--- src/rtl/pipeline_pkg.sv ---
// Shared types and constants for the EX-stage forwarding / hazard control.
package pipeline_pkg;

    localparam int unsigned REG_IDX_BITS = 5;

    localparam logic [1:0] SEL_REG = 2'b00;
    localparam logic [1:0] SEL_WB  = 2'b01;
    localparam logic [1:0] SEL_MEM = 2'b10;

    localparam logic [REG_IDX_BITS-1:0] REG_ZERO = '0;

    typedef struct packed {
        logic                    valido;
        logic [REG_IDX_BITS-1:0] rd;
        logic                    escreve;
        logic                    le_mem;
    } slot_t;

endpackage

--- src/rtl/unidade_adiantamento_hazard_if.sv ---
// Bundle between the ID stage and the forwarding/hazard unit.
interface unidade_adiantamento_hazard_if #(
    parameter int unsigned REG_BITS  = 5,
    parameter int unsigned CNT_WIDTH = 16
) ();

    logic                 id_valido;
    logic [REG_BITS-1:0]  id_rs;
    logic [REG_BITS-1:0]  id_rt;
    logic                 id_usa_rs;
    logic                 id_usa_rt;
    logic [REG_BITS-1:0]  id_rd;
    logic                 id_escreve_reg;
    logic                 id_le_mem;
    logic                 desvio_tomado;
    logic [1:0]           sel_a;
    logic [1:0]           sel_b;
    logic                 stall;
    logic                 bolha;
    logic [CNT_WIDTH-1:0] cnt_stall;
    logic [CNT_WIDTH-1:0] cnt_flush;

    modport master (
        output id_valido, id_rs, id_rt, id_usa_rs, id_usa_rt, id_rd, id_escreve_reg,
               id_le_mem, desvio_tomado,
        input  sel_a, sel_b, stall, bolha, cnt_stall, cnt_flush
    );

    modport slave (
        input  id_valido, id_rs, id_rt, id_usa_rs, id_usa_rt, id_rd, id_escreve_reg,
               id_le_mem, desvio_tomado,
        output sel_a, sel_b, stall, bolha, cnt_stall, cnt_flush
    );

endinterface

--- src/rtl/comparador_adiantamento.sv ---
// Priority compare of one source register against the EX and MEM shadow slots.
module comparador_adiantamento
    import pipeline_pkg::*;
(
    input  logic [REG_IDX_BITS-1:0] src,
    input  logic                    usa,
    input  slot_t                   ex,
    input  logic                    mem_valido,
    input  logic [REG_IDX_BITS-1:0] mem_rd,
    input  logic                    mem_escreve,
    output logic [1:0]              sel,
    output logic                    uso_carga
);

    always_comb begin
        sel       = SEL_REG;
        uso_carga = 1'b0;
        if (usa && src != REG_ZERO) begin
            // A load in EX has no data yet: it cannot forward, it can only stall.
            if (ex.valido && ex.escreve && ex.rd == src && !ex.le_mem) begin
                sel = SEL_MEM;
            end else if (mem_valido && mem_escreve && mem_rd == src) begin
                sel = SEL_WB;
            end
            uso_carga = ex.valido && ex.le_mem && ex.rd == src;
        end
    end

endmodule

--- src/rtl/unidade_adiantamento_hazard.sv ---
// EX-operand forwarding select generation, load-use stall and branch-flush bubble control.
module unidade_adiantamento_hazard
    import pipeline_pkg::*;
#(
    parameter int unsigned REG_BITS  = REG_IDX_BITS,
    parameter int unsigned CNT_WIDTH = 16
) (
    input logic                          clk,
    input logic                          reset,
    unidade_adiantamento_hazard_if.slave bus
);

    logic [REG_BITS-1:0]  rs, rt, rd;
    slot_t                id_slot, ex_q;
    // The WB stage is not tracked: the register file writes before it reads.
    logic                 mem_valido_q, mem_escreve_q;
    logic [REG_BITS-1:0]  mem_rd_q;
    logic [1:0]           sel_a_c, sel_b_c, sel_a_q, sel_b_q;
    logic                 carga_a, carga_b, stall, bolha;
    logic [CNT_WIDTH-1:0] cnt_stall_q, cnt_flush_q;

    assign rs = bus.id_rs;
    assign rt = bus.id_rt;
    assign rd = bus.id_rd;

    assign id_slot = '{valido: bus.id_valido, rd: rd, escreve: bus.id_escreve_reg,
                       le_mem: bus.id_le_mem};

    comparador_adiantamento u_cmp_a (
        .src         (rs),
        .usa         (bus.id_usa_rs),
        .ex          (ex_q),
        .mem_valido  (mem_valido_q),
        .mem_rd      (mem_rd_q),
        .mem_escreve (mem_escreve_q),
        .sel         (sel_a_c),
        .uso_carga   (carga_a)
    );

    comparador_adiantamento u_cmp_b (
        .src         (rt),
        .usa         (bus.id_usa_rt),
        .ex          (ex_q),
        .mem_valido  (mem_valido_q),
        .mem_rd      (mem_rd_q),
        .mem_escreve (mem_escreve_q),
        .sel         (sel_b_c),
        .uso_carga   (carga_b)
    );

    assign stall = bus.id_valido && (carga_a || carga_b);
    assign bolha = stall || bus.desvio_tomado;

    always_ff @(posedge clk) begin
        if (reset) begin
            ex_q          <= '0;
            mem_valido_q  <= 1'b0;
            mem_rd_q      <= '0;
            mem_escreve_q <= 1'b0;
            sel_a_q       <= SEL_REG;
            sel_b_q       <= SEL_REG;
            cnt_stall_q   <= '0;
            cnt_flush_q   <= '0;
        end else begin
            mem_valido_q  <= ex_q.valido;
            mem_rd_q      <= ex_q.rd;
            mem_escreve_q <= ex_q.escreve;
            if (bolha) begin
                ex_q    <= '0;
                sel_a_q <= SEL_REG;
                sel_b_q <= SEL_REG;
            end else begin
                ex_q    <= id_slot;
                sel_a_q <= bus.id_valido ? sel_a_c : SEL_REG;
                sel_b_q <= bus.id_valido ? sel_b_c : SEL_REG;
            end
            // A flush supersedes a coincident stall, so only the flush is counted.
            if (bus.desvio_tomado) begin
                if (cnt_flush_q != '1) cnt_flush_q <= cnt_flush_q + 1'b1;
            end else if (stall) begin
                if (cnt_stall_q != '1) cnt_stall_q <= cnt_stall_q + 1'b1;
            end
        end
    end

    assign bus.sel_a     = sel_a_q;
    assign bus.sel_b     = sel_b_q;
    assign bus.stall     = stall;
    assign bus.bolha     = bolha;
    assign bus.cnt_stall = cnt_stall_q;
    assign bus.cnt_flush = cnt_flush_q;

endmodule
--- src/flat_wrapper.sv ---
// flat-port wrapper written by rule: the top's interface ports become plain ports
module unidade_adiantamento_hazard_flat import pipeline_pkg::*;
#(
    parameter int unsigned REG_BITS  = REG_IDX_BITS,
    parameter int unsigned CNT_WIDTH = 16
)
  (clk, reset, bus_id_valido, bus_id_rs, bus_id_rt, bus_id_usa_rs, bus_id_usa_rt, bus_id_rd, bus_id_escreve_reg, bus_id_le_mem, bus_desvio_tomado, bus_sel_a, bus_sel_b, bus_stall, bus_bolha, bus_cnt_stall, bus_cnt_flush);
  unidade_adiantamento_hazard_if #(.REG_BITS(REG_BITS), .CNT_WIDTH(CNT_WIDTH)) bus_i ();
  input logic clk;
  input logic reset;
  input wire logic [$bits(bus_i.id_valido)-1:0] bus_id_valido;
  input wire logic [$bits(bus_i.id_rs)-1:0] bus_id_rs;
  input wire logic [$bits(bus_i.id_rt)-1:0] bus_id_rt;
  input wire logic [$bits(bus_i.id_usa_rs)-1:0] bus_id_usa_rs;
  input wire logic [$bits(bus_i.id_usa_rt)-1:0] bus_id_usa_rt;
  input wire logic [$bits(bus_i.id_rd)-1:0] bus_id_rd;
  input wire logic [$bits(bus_i.id_escreve_reg)-1:0] bus_id_escreve_reg;
  input wire logic [$bits(bus_i.id_le_mem)-1:0] bus_id_le_mem;
  input wire logic [$bits(bus_i.desvio_tomado)-1:0] bus_desvio_tomado;
  output wire logic [$bits(bus_i.sel_a)-1:0] bus_sel_a;
  output wire logic [$bits(bus_i.sel_b)-1:0] bus_sel_b;
  output wire logic [$bits(bus_i.stall)-1:0] bus_stall;
  output wire logic [$bits(bus_i.bolha)-1:0] bus_bolha;
  output wire logic [$bits(bus_i.cnt_stall)-1:0] bus_cnt_stall;
  output wire logic [$bits(bus_i.cnt_flush)-1:0] bus_cnt_flush;
  assign bus_i.id_valido = bus_id_valido;
  assign bus_i.id_rs = bus_id_rs;
  assign bus_i.id_rt = bus_id_rt;
  assign bus_i.id_usa_rs = bus_id_usa_rs;
  assign bus_i.id_usa_rt = bus_id_usa_rt;
  assign bus_i.id_rd = bus_id_rd;
  assign bus_i.id_escreve_reg = bus_id_escreve_reg;
  assign bus_i.id_le_mem = bus_id_le_mem;
  assign bus_i.desvio_tomado = bus_desvio_tomado;
  assign bus_sel_a = bus_i.sel_a;
  assign bus_sel_b = bus_i.sel_b;
  assign bus_stall = bus_i.stall;
  assign bus_bolha = bus_i.bolha;
  assign bus_cnt_stall = bus_i.cnt_stall;
  assign bus_cnt_flush = bus_i.cnt_flush;
  unidade_adiantamento_hazard #(.REG_BITS(REG_BITS), .CNT_WIDTH(CNT_WIDTH)) u_core (.clk(clk), .reset(reset), .bus(bus_i));
endmodule
--- config.mk ---
export PLATFORM = sky130hd
export DESIGN_NAME = unidade_adiantamento_hazard_flat
export DESIGN_NICKNAME = d
export VERILOG_FILES = /design/src/rtl/pipeline_pkg.sv /design/src/rtl/unidade_adiantamento_hazard_if.sv /design/src/rtl/comparador_adiantamento.sv /design/src/rtl/unidade_adiantamento_hazard.sv /design/src/flat_wrapper.sv
export SDC_FILE = /design/constraint.sdc
export NUM_CORES = 1
export LEC_CHECK = 0
export CORE_ASPECT_RATIO = 1.75
export CORE_MARGIN = 2
export CORE_UTILIZATION = 49
export CTS_CLUSTER_DIAMETER = 120
export CTS_CLUSTER_SIZE = 24
export DETAILED_ROUTE_END_ITERATION = 10
export MAX_ROUTING_LAYER = met4
export PLACE_DENSITY_LB_ADDON = 0.25
export SLEW_MARGIN = 10
export SYNTH_ARGS = -nofsm -noshare
export SYNTH_HDL_FRONTEND = slang
export SYNTH_SLANG_ARGS = --single-unit
--- constraint.sdc ---
create_clock -name clk -period 4.2 [get_ports clk]
set_input_delay 1.26 -clock clk [delete_from_list [all_inputs] [get_ports clk]]
set_output_delay 1.26 -clock clk [all_outputs]
set_load 0.03 [all_outputs]
==> impl_metrics.env <==
export IMPL_max_stage_delay_ns=0.45
export IMPL_ys_top_cells_by_area="dfxtp_1 42%, xnor2_1 6.1%, or4_1 4.6%"
export IMPL_slowest_stage="clkdlybuf4s50_1"
export IMPL_drv_slew=0
export IMPL_cp_cell_sequence="clkdlybuf4s50_1, or4_4, o21ai_4, nor3_4, o2111ai_4, nand2_2, buf_6"
export IMPL_std_cell_rows=33
export IMPL_clockRootBuffer="clkbuf_8"
export IMPL_h_tree_depth=2
export IMPL_finish_utilization=0.7092
export IMPL_crit_fanout=3
export IMPL_synth_edf_count=0
export IMPL_peakVddDrop_uv=349.2
export IMPL_power_density_nw_per_um2=282.2
export IMPL_via_per_inst=5.734
export IMPL_grt_use_total=0.2231
export IMPL_synthFlopType="dfxtp_1"
export IMPL_finalSetupViolCount=0
export IMPL_dp_hpwl_microns=4305
export IMPL_yosysTopAreaCell="dfxtp_1"
export IMPL_holdCritPathClass="reg -> reg"
export IMPL_cts_inserted_buffers=5
export IMPL_grt_pass1_vias=2125
export IMPL_timing_final_crit_share=0.9867
export IMPL_total_power_mw=0.9422
export IMPL_max_freq_mhz=241.3
export IMPL_slew_headroom=0.5137
export IMPL_layout_nets=371
export IMPL_gp_congestion=1.051
export IMPL_syn_cell_area_sq_um=2424
export IMPL_ys_seq_elements=51
export IMPL_gr_total_overflow=0
export IMPL_floorplan_initialDensity=0.5149
export IMPL_hold_buffers=0
export IMPL_wl_microns=5973
export IMPL_die_x_microns=57.17
export IMPL_grt_antenna_before_repair=0
export IMPL_first_pass_iters=4
export IMPL_status="finished clean"
export IMPL_io_pins=61
export IMPL_yosysSeqAreaShare=0.4213
export IMPL_fin_hold_ws_ns=0.4719
export IMPL_cts_tree="yes"
export IMPL_core_sq_um=4707
export IMPL_crit_arrival_ns=2.88
export IMPL_drcViolationCount=0
export IMPL_portBuffers=60
export IMPL_instances_no_fill=399
export IMPL_grt_pass1_wl_microns=9694
export IMPL_synth_distinct_cells=41
export IMPL_clock_sinks=51
export IMPL_p_leak_nw=1.198
export IMPL_synth_most_common_cell="dfxtp_1"
export IMPL_skew_ns=0.002356
export IMPL_syn_inst=271
export IMPL_end_kind="output pin"
export IMPL_drive_above_1_share=0.1210
export IMPL_drt_iter0_markers=57
export IMPL_startpoint_type="primary input"
export IMPL_synth_top_area_share=0.4213
export IMPL_synthToLayoutAreaGrowth_pct=37.74
export IMPL_critical_path_required_ns=2.94
export IMPL_clk_path_buf_depth=2
export IMPL_yosys_warnings=0
export IMPL_clk_pin_slew_ns=0.09
export IMPL_hold_violations=0
export IMPL_maxCapViolCount=0
export IMPL_grt_max_degree=42
export IMPL_num_antenna_cells=0
export IMPL_synth_top_cells_by_count="51 x dfxtp_1, 20 x a21oi_1, 19 x nor2_1, 17 x xnor2_1"
export IMPL_wl_per_cell_microns=14.97
export IMPL_worstMarginPinSlew_ns=0.7295
export IMPL_period_minus_slack_ns=4.144
export IMPL_dieArea_sq_um=5547
export IMPL_chipHeight_microns=97.04
export IMPL_async_flop_share=0
export IMPL_dp_cells=390
export IMPL_clk_latency_ns=0.30
export IMPL_num_vias=2288
export IMPL_ant_nets=0
export IMPL_crit_type="in -> out"
export IMPL_synth_nets=296
export IMPL_syn_area_per_cell_sq_um=8.943
## critical path: cells and delay by family
kind	cells	cell delay (ns)
AO/OA/AOI/OAI	2	0.41
buffers and inverters	2	0.60
AND/OR/NAND/NOR	3	0.61
## where the power goes
group | switching [mW] | internal [mW]
clock network | 0.157 | 0.193
logic | 0.0444 | 0.0503
registers | 0.00800 | 0.490
## state kept, by name, indices dropped and copies added, names as in the netlist
name	cells
u_core.mem_valido_q	1
u_core.ex_q	8
u_core.mem_rd_q	5
u_core.mem_escreve_q	1
u_core.bus.sel_a	2
u_core.bus.sel_b	2
u_core.bus.cnt_stall	16
u_core.bus.cnt_flush	16
## timing repair
item | 4_1_cts | 5_1_grt
pin swaps | 0 | 7
setup endpoints to repair | 2 | 2
setup buffers | 0 | 1
gates resized for setup | 10 | 17
## final timing paths
path | start | end | slack, ns | cells past startpoint
setup / recovery | bus_id_rt[4] | bus_bolha | 0.06 | 7
hold / removal | u_core.mem_escreve_q | u_core.bus.sel_a[0] | 0.47 | 2
setup reg to reg | u_core.bus.cnt_stall[0] | u_core.bus.cnt_stall[7] | 2.01 | 6
hold reg to reg | u_core.mem_escreve_q | u_core.bus.sel_a[0] | 0.47 | 2
## through the flow
step / worst slack (ns) / setup TNS (ns) / cell area (sq um)
3_3_place_gp: -0.4440 / -0.8157 / 3162
6_report: 0.05569 / 0 / 3338
3_5_place_dp: -0.4767 / -0.8861 / 3162
2_1_floorplan: 0.2280 / 0 / 2424
5_1_grt: -0.003936 / -0.003936 / 3338
4_1_cts: -0.07092 / -0.07092 / 3269
## metal layers
metal,GRT usage,part of all wire,routed length [microns]
met5,-,0,0
met3,0.03342,0.039,232
met2,0.3890,0.54,3199
met4,0.09660,0.030,179
met1,0.2441,0.40,2361
## placed cells by master, fill, tap and decap left out, types with 5 or more instances in the layout
cell,instances
or3_1,10
nand3_1,15
dfxtp_1,51
xnor2_1,17
a21oi_1,20
nand2_1,14
o31ai_1,11
nor2_1,19
o21ai_0,5
nor2b_1,7
clkbuf_8,6
clkdlybuf4s50_1,51
buf_4,18
nand4_1,11
and3_1,9
xor2_1,11
or4_1,13
dlymetal6s2s_1,7
## logic make-up after synthesis
kind of cell / Yosys count / synth area share
AND/OR/NAND/NOR: 122 / 0.2907
flip-flops: 51 / 0.4213
AO/OA/AOI/OAI: 49 / 0.1322
XOR/XNOR: 28 / 0.1012
buffers and inverters: 16 / 0.03201
multiplexers: 3 / 0.01239
adder cells (fa/ha/maj): 2 / 0.01032
## layout make-up
type | instances | area, sq um
Clock inverter | 2 | 35.03
Timing Repair Buffer | 78 | 749.5
Clock buffer | 6 | 82.58
Inverter | 6 | 22.52
Multi-Input combinational cell | 204 | 1363
Fill cell | 390 | 1369
Sequential cell | 51 | 1021
Tap cell | 52 | 65.06
Power figures use the tool's default switching activity.
